===== config.mk =====
export PLATFORM = sky130hd
export DESIGN_NAME = fetch_stage
export DESIGN_NICKNAME = d
export VERILOG_FILES = /design/src/rtl/fetch_stage.sv
export SDC_FILE = /design/constraint.sdc
export NUM_CORES = 1
export LEC_CHECK = 0
export BUFFER_PORTS_ARGS = -buffer_cell sky130_fd_sc_hd__buf_2
export CORE_ASPECT_RATIO = 2
export CORE_MARGIN = 5
export CORE_UTILIZATION = 62
export CTS_CLUSTER_DIAMETER = 120
export DETAILED_ROUTE_END_ITERATION = 6
export PLACE_DENSITY = 0.95
export SETUP_SLACK_MARGIN = 0.3
export SLEW_MARGIN = 20
export SYNTH_ARGS = -nofsm -noshare
export SYNTH_HDL_FRONTEND = slang
export SYNTH_SLANG_ARGS = --single-unit

===== constraint.sdc =====
create_clock -name clk -period 9.6 [get_ports clk]
set_input_delay 0.96 -clock clk [delete_from_list [all_inputs] [get_ports clk]]
set_output_delay 0.96 -clock clk [all_outputs]
set_load 0.05 [all_outputs]

===== src/rtl/fetch_stage.sv =====
// Instruction-fetch front end: PC register, direct-mapped BTB with 2-bit counters,
// and the IF/ID pipeline register with redirect, stall and sticky halt.
module fetch_stage #(
    parameter int unsigned     PC_W      = 9,
    parameter int unsigned     INS_W     = 32,
    parameter int unsigned     BTB_DEPTH = 8,
    parameter logic [PC_W-1:0] RESET_PC  = '0
) (
    input  logic             clk,
    input  logic             reset,
    input  logic             stall,
    input  logic             halt,
    output logic [PC_W-1:0]  imem_addr,
    input  logic [INS_W-1:0] imem_rdata,
    input  logic             redirect,
    input  logic [PC_W-1:0]  redirect_pc,
    input  logic             upd_valid,
    input  logic [PC_W-1:0]  upd_pc,
    input  logic             upd_taken,
    input  logic [PC_W-1:0]  upd_target,
    output logic             id_valid,
    output logic [PC_W-1:0]  id_pc,
    output logic [INS_W-1:0] id_instr,
    output logic             id_pred_taken,
    output logic [PC_W-1:0]  id_pred_target,
    output logic             halted
);

    localparam int unsigned IDX   = $clog2(BTB_DEPTH);
    localparam int unsigned TAG_W = PC_W - IDX - 2;

    logic [PC_W-1:0]  pc_q, pc_d;
    logic             halted_q, halted_d;
    logic             id_valid_q, id_valid_d;
    logic [PC_W-1:0]  id_pc_q, id_pc_d;
    logic [INS_W-1:0] id_instr_q, id_instr_d;
    logic             id_pred_taken_q, id_pred_taken_d;
    logic [PC_W-1:0]  id_pred_target_q, id_pred_target_d;

    logic             btb_valid_q  [BTB_DEPTH];
    logic [TAG_W-1:0] btb_tag_q    [BTB_DEPTH];
    logic [PC_W-1:0]  btb_target_q [BTB_DEPTH];
    logic [1:0]       btb_ctr_q    [BTB_DEPTH];

    logic [IDX-1:0]   look_idx, upd_idx;
    logic [TAG_W-1:0] look_tag, upd_tag;
    logic             look_hit, upd_hit, pred_taken;
    logic [PC_W-1:0]  pred_target, pc_next;

    // Lookup reads the array registers, so a same-cycle update is not yet visible.
    assign look_idx    = pc_q[IDX+1:2];
    assign look_tag    = pc_q[PC_W-1:IDX+2];
    assign look_hit    = btb_valid_q[look_idx] && (btb_tag_q[look_idx] == look_tag);
    assign pred_taken  = look_hit && btb_ctr_q[look_idx][1];
    assign pred_target = btb_target_q[look_idx];
    assign pc_next     = pred_taken ? pred_target : pc_q + PC_W'(4);

    assign upd_idx = upd_pc[IDX+1:2];
    assign upd_tag = upd_pc[PC_W-1:IDX+2];
    assign upd_hit = btb_valid_q[upd_idx] && (btb_tag_q[upd_idx] == upd_tag);

    always_comb begin
        pc_d             = pc_q;
        halted_d         = halted_q;
        id_valid_d       = id_valid_q;
        id_pc_d          = id_pc_q;
        id_instr_d       = id_instr_q;
        id_pred_taken_d  = id_pred_taken_q;
        id_pred_target_d = id_pred_target_q;
        if (halted_q) begin
            // Frozen until reset; redirect and halt have no effect.
        end else if (redirect) begin
            pc_d             = redirect_pc;
            id_valid_d       = 1'b0;
            id_instr_d       = '0;
            id_pred_taken_d  = 1'b0;
            id_pred_target_d = '0;
        end else if (halt) begin
            halted_d         = 1'b1;
            id_valid_d       = 1'b0;
            id_instr_d       = '0;
            id_pred_taken_d  = 1'b0;
            id_pred_target_d = '0;
        end else if (!stall) begin
            pc_d             = pc_next;
            id_valid_d       = 1'b1;
            id_pc_d          = pc_q;
            id_instr_d       = imem_rdata;
            id_pred_taken_d  = pred_taken;
            id_pred_target_d = pred_taken ? pred_target : '0;
        end
    end

    always_ff @(posedge clk) begin
        if (reset) begin
            pc_q             <= RESET_PC;
            halted_q         <= 1'b0;
            id_valid_q       <= 1'b0;
            id_pc_q          <= '0;
            id_instr_q       <= '0;
            id_pred_taken_q  <= 1'b0;
            id_pred_target_q <= '0;
        end else begin
            pc_q             <= pc_d;
            halted_q         <= halted_d;
            id_valid_q       <= id_valid_d;
            id_pc_q          <= id_pc_d;
            id_instr_q       <= id_instr_d;
            id_pred_taken_q  <= id_pred_taken_d;
            id_pred_target_q <= id_pred_target_d;
        end
    end

    // Training runs independently of stall and halt.
    always_ff @(posedge clk) begin
        if (reset) begin
            btb_valid_q  <= '{default: 1'b0};
            btb_tag_q    <= '{default: '0};
            btb_target_q <= '{default: '0};
            btb_ctr_q    <= '{default: 2'b01};
        end else if (upd_valid) begin
            if (upd_hit) begin
                if (upd_taken) begin
                    btb_target_q[upd_idx] <= upd_target;
                    if (btb_ctr_q[upd_idx] != 2'b11) begin
                        btb_ctr_q[upd_idx] <= btb_ctr_q[upd_idx] + 2'b01;
                    end
                end else if (btb_ctr_q[upd_idx] != 2'b00) begin
                    btb_ctr_q[upd_idx] <= btb_ctr_q[upd_idx] - 2'b01;
                end
            end else if (upd_taken) begin
                btb_valid_q[upd_idx]  <= 1'b1;
                btb_tag_q[upd_idx]    <= upd_tag;
                btb_target_q[upd_idx] <= upd_target;
                btb_ctr_q[upd_idx]    <= 2'b10;
            end
        end
    end

    assign imem_addr      = pc_q;
    assign halted         = halted_q;
    assign id_valid       = id_valid_q;
    assign id_pc          = id_pc_q;
    assign id_instr       = id_instr_q;
    assign id_pred_taken  = id_pred_taken_q;
    assign id_pred_target = id_pred_target_q;

endmodule


* Yosys cells after proc, flatten, opt, wreduce, memory -nomap -nowiden
Cells that the tools add are included.
** Storage, ports and cells
- Bits in registers :: 190
- Latch bits :: 0
- RAM bits :: 0
- Bits in read-only memories :: 0
- Input bits :: 66
- Output and inout bits :: 62
- Word-level logic and storage cells :: 134
- Memories :: 0
** Operators by class
- $add $sub $neg :: 3
- $mul :: 0
- Divide/modulo/power cells :: 0
- Order comparisons :: 3
- Eq/ne operators :: 7
- Shift-type cells :: 0
- Mux-type cells :: 58
- Bitwise operators :: 11
- Reductions and logical operators :: 13
** Operators by type and width (number)
- 2-to-1 mux 9 bit :: 11
- 2-to-1 mux 32 bit :: 3
- 2-to-1 mux 16 bit :: 5
- bitwise mux 72 bit :: 1
- bitwise mux 16 bit :: 2
- bitwise mux 32 bit :: 1
- binary-select mux 9 bit (select 3 bit) :: 1
- demux 9 bit (select 3 bit) :: 1
- binary-select mux 4 bit (select 3 bit) :: 2
- 2-to-1 mux 4 bit :: 5
- OR 8 bit :: 2
- 2-to-1 mux 1 bit :: 14
- binary-select mux 2 bit (select 3 bit) :: 2
- demux 4 bit (select 3 bit) :: 1
- 2-to-1 mux 2 bit :: 5
- adder 9 x 3 -> 9 bit, second input constant :: 1
- bitwise AND 8 bit :: 1
- == test 4 bit :: 2
- greater-or-equal comparator 4 bit, second input constant :: 2
- inverter 3 -> 4 bit :: 2
- inverter 8 bit :: 1
- AND reduction 4 bit :: 2
- binary-select mux 1 bit (select 3 bit) :: 2
- demux 2 bit (select 3 bit) :: 1
- other kinds (13) :: 25

* Longest topological paths before layout
- Depth in word-level cells :: 11
- Gate-level depth with buffers :: 15
- Mapped depth without buffers :: 12

* Worst setup path before layout
No wires, ideal clock.
- Kind :: input port to flip-flop
- Start point :: input port upd_pc[2]
- End point :: register btb_ctr_q[3] (netlist name)
- Library setup time :: 0.137 ns
- Arrival :: 3.904 ns
- Required time :: 9.463 ns
- Path slack :: 5.559 ns
- Stages on the path :: 14
- Path buffers :: 4
- Cells stage by stage :: buf_6 > clkbuf_1 > buf_2 > or3b_2 > o22ai_1 > a221oi_1 > nand3_1 > clkinv_1 > ha_1 > nor2b_1 > a211oi_1 > clkbuf_1 > a311o_1 > o31ai_2
** Between the ends
- Cells in the longest elaborated chain, start to end :: 9
- Elaborated cells on any way between the ends :: 33
- Classes of those cells :: add/sub (2); order compare (2); eq/ne (3); mux (18); bitwise (2); reduce/logical (6)
** RTL lines
- start, declared :: line 18 : input logic [PC_W-1:0] upd_pc,
- inverter 3 -> 4 bit (not written as such) *
- binary-select mux 2 bit (select 3 bit) (tied with other cells)
- 2-to-1 mux 2 bit (not written as such) / logical AND 1 bit (equally long branches)
- 2-to-1 mux 2 bit, on equally long branches
- subtractor 2 x 1 -> 2 bit (tied with other cells) :: line 129 : btb_ctr_q[upd_idx] <= btb_ctr_q[upd_idx] - 2'b01;
- bitwise mux 16 bit, on equally long branches :: line 129, 126
- 2-to-1 mux 16 bit, on equally long branches :: line 128, 125
- 2-to-1 mux 16 bit :: line 123 : if (upd_taken) begin
- 2-to-1 mux 16 bit :: line 122 : if (upd_hit) begin
- end signal, assigned by index :: line 126 : btb_ctr_q[upd_idx] <= btb_ctr_q[upd_idx] + 2'b01;
- end signal, assigned by index :: line 129
- end, declared :: line 43 : logic [1:0] btb_ctr_q [BTB_DEPTH];
Mark *: on every way between the ends. The rest lies on a longest branch, timed or not. The select of a mux whose other input is x is not followed.
A chain may end at the register's enable or synchronous reset.

* Worst setup path in the final report
- Start point :: input port upd_pc[4]
- End point :: register btb_ctr_q[13] (netlist name)
Same word-level chain as after synthesis.

==> flow_summary.json <==
{
  "synth-seq-cells": 190,
  "gr-total-overflow": 0,
  "h-tree-depth": 4,
  "die_area_mm2": 0.0168,
  "setup-violations-final": 0,
  "clkTransAtPathRegs_ps": 80,
  "rsz0062_at_grt": "no",
  "maxCapViolations": 0,
  "min_period_ps": 4380,
  "cts_buffers": 17,
  "synth_edf_count": 0,
  "synth_fp_nets": 1055,
  "drt-vias-per-instance": 6.54,
  "syn2layout_area_growth_pct": 15.2,
  "place.gp.congestion": 0.943,
  "reg2reg_slack_ps": 5820,
  "diodes": 0,
  "start_util_pct": 63.1,
  "hpwl_um": 18000,
  "die_h_um": 179,
  "ys.flop_type": "dfxtp_1",
  "startpoint_type": "input pin",
  "firstDrtPassIters": 7,
  "synthArstFlopShare_pct": 0,
  "grt_use_total_pct": 33.4,
  "synth_xor_area_share_pct": 1.28,
  "grt_pass1_wl_um": 43400,
  "syn_inst": 986,
  "synth_top_cell_area_share_pct": 43.2,
  "hold_buffers": 0,
  "netlist_area_mm2": 0.00881,
  "synthMuxAreaShare_pct": 14.5,
  "routed_wl_um": 28400,
  "drive_gt1_share_pct": 22.2,
  "max_freq_ghz": 0.229,
  "p_leak_nw": 4.03,
  "nets": 1140,
  "skew_ps": 13.1,
  "finalHoldViolCount": 0,
  "fillers": 913,
  "synthAdderAreaFrac_pct": 0.426,
  "root_buffer": "clkbuf_16",
  "status": "finished with violations",
  "clk_latency_ps": 440,
  "tns_ps": 0,
  "postPlaceCellArea_mm2": 0.00952,
  "tightest_slew_ps": 995,
  "synth_compound_area_share_pct": 18.8,
  "detail_route.wl_per_cell_um": 22.3,
  "grt_pass1_vias": 8310,
  "synth_area_leaders": "dfxtp_1 43%, nand2_1 8.4%, mux4_2 7.9%, a21oi_1 5.9%, mux2i_1 5.0%",
  "multi_input_area_mm2": 0.00460,
  "cts_resized": 0,
  "num_io_pins": 128,
  "antenna_found_initial": 0,
  "min_period_over_period_pct": 45.6,
  "cts.repair_timing.setup_buffer_count": 0,
  "maxSlewViolCount": 0,
  "ys_warn_count": 0,
  "final_util_pct": 72.7,
  "grt_start_max_net_pins": 116,
  "synth_top_family_by_area": "compound AO/OA/AOI/OAI gates",
  "violations": "design-rule violations",
  "antenna_left": 0,
  "crit_path_end_kind": "flip-flop",
  "crit_required_ps": 9890,
  "via_count": 8321,
  "seq_area_mm2": 0.00380,
  "synth_area_per_cell_um2": 8.93,
  "crit_path_max_fanout": 23,
  "seq_area_frac_synth_pct": 43.2,
  "core_mm2": 0.0140,
  "numPortBuffers": 125,
  "drtIter0Drc": 936,
  "synth_cell_type_count": 58,
  "clock-sinks": 190,
  "die_w_um": 94.3,
  "relSlewSlack_pct": 33.4,
  "tritoncts": "yes",
  "synthSimpleGateAreaFrac_pct": 16.9,
  "route.detailed.drc": 2,
  "crit_arrival_ps": 4660,
  "fin_area_mm2": 0.0101,
  "powerDensity_mw_per_mm2": 174,
  "hold_path.class": "reg2reg",
  "num_rows": 61,
  "irDropWorstVdd_mv": 0.152,
  "clock_path_buffers": 2,
  "path_class": "in2reg",
  "synth_top_cell_by_area": "dfxtp_1"
}
[cell usage after synthesis, types with 3 or more instances]
library cell  instances
or3_1                 3
a211oi_1              4
nand4_1               7
o21ai_0               4
a21oi_1             104
nor4_1                3
o211ai_1             11
o31ai_1               4
o41ai_4               8
buf_1                15
mux2_1                3
nand2_1             197
nor2_1              111
nor2b_1               5
xnor2_1               4
mux4_2               31
a221oi_1              6
xor2_1                7
nor3_1                9
mux2i_1              44
o22ai_1               3
dfxtp_1             190
clkbuf_1             51
mux2_2                7
a311oi_1              4
a32oi_1               7
nand2b_1              3
inv_1                31
o31ai_2               8
ha_1                  3
o2bb2ai_1             3
buf_2                 7
a22oi_1              37
nand3_1              16
a311o_1               8
[routing by layer]
layer  track usage [%]  routed length, um  vias to the layer above
met1              34.9               8870                     3874
met4              25.4               2410                        0
met2              57.8              14900                      605
met5                 0                  0                        -
li1                  -                  -                     3641
met3              6.33               2210                      201
[final timing paths]
kind	startpoint	end	cells after the start
worst max-delay path	upd_pc[4]	btb_ctr_q[13]$_SDFFE_PP0P_	12
worst min-delay path	id_pc[5]$_SDFFE_PP0P_	id_pc[5]$_SDFFE_PP0P_	2
worst max register to register	imem_addr[2]$_SDFFE_PP0P_	imem_addr[0]$_SDFFE_PP0P_	8
worst min register to register	id_pc[5]$_SDFFE_PP0P_	id_pc[5]$_SDFFE_PP0P_	2
[logic make-up (layout without fill, tap and decap cells)]
| kind of cell | Yosys count | count (layout) |
|---|---|---|
| flip-flops | 190 | 190 |
| AO/OA/AOI/OAI | 223 | 223 |
| AND/OR/NAND/NOR | 363 | 363 |
| XOR/XNOR | 12 | 12 |
| adder cells (fa/ha/maj) | 3 | 3 |
| buffers and inverters | 109 | 207 |
| multiplexers | 86 | 86 |
[layout by cell type, fill, tap and decap left out, drive strengths merged, types with 8 or more instances in the layout]
cell / n
xor2: 8
clkbuf: 18
nor2: 111
nor3: 9
nand3: 16
a311o: 8
o211ai: 11
inv: 39
a21oi: 104
o41ai: 8
mux2i: 45
nand2: 198
a22oi: 37
buf: 141
mux2: 10
clkinv: 8
mux4: 31
dfxtp: 190
o31ai: 12
[sequential cells by signal, summed over array words and instances (netlist names), 8 cells and up]
signal	count
id_instr	32
imem_addr	9
id_pred_target	9
btb_tag_q	32
btb_ctr_q	16
btb_target_q	72
id_pc	9
btb_valid_q	8
[final cells by class]
class,count,area share (%)
Multi-Input combinational cell,687,45.3
Sequential cell,190,37.5
Timing Repair Buffer,141,7.41
Clock buffer,18,4.33
Tap cell,189,2.33
Clock inverter,14,1.84
Inverter,34,1.26
[report_power, final]
part | internal [mW] | total (mW) | switching (mW)
Sequential | 0.802 | 0.820 | 0.0176
Clock | 0.385 | 0.742 | 0.357
Combinational | 0.0608 | 0.202 | 0.141
[critical path, stage by stage]
cell and delay, ps:
buf_2 430, inv_1 400, nor3_1 610, a22oi_1 140, nand3_1 160, clkinv_1 230
ha_1 280, nor2b_1 130, a211oi_1 700, buf_4 310, a311o_1 220, o31ai_2 80
[metrics by stage]
step,worst slack [ps],power [mW],hold WS (ps),cells
3_3_place_gp,5210,1.02,439,1241
6_report,5220,1.76,452,1273
4_1_cts,5430,1.75,454,1273
2_1_floorplan,5560,0.975,433,986
5_1_grt,5080,1.81,475,1273
3_5_place_dp,5060,1.03,444,1241
Power figures use the tool's default switching activity.
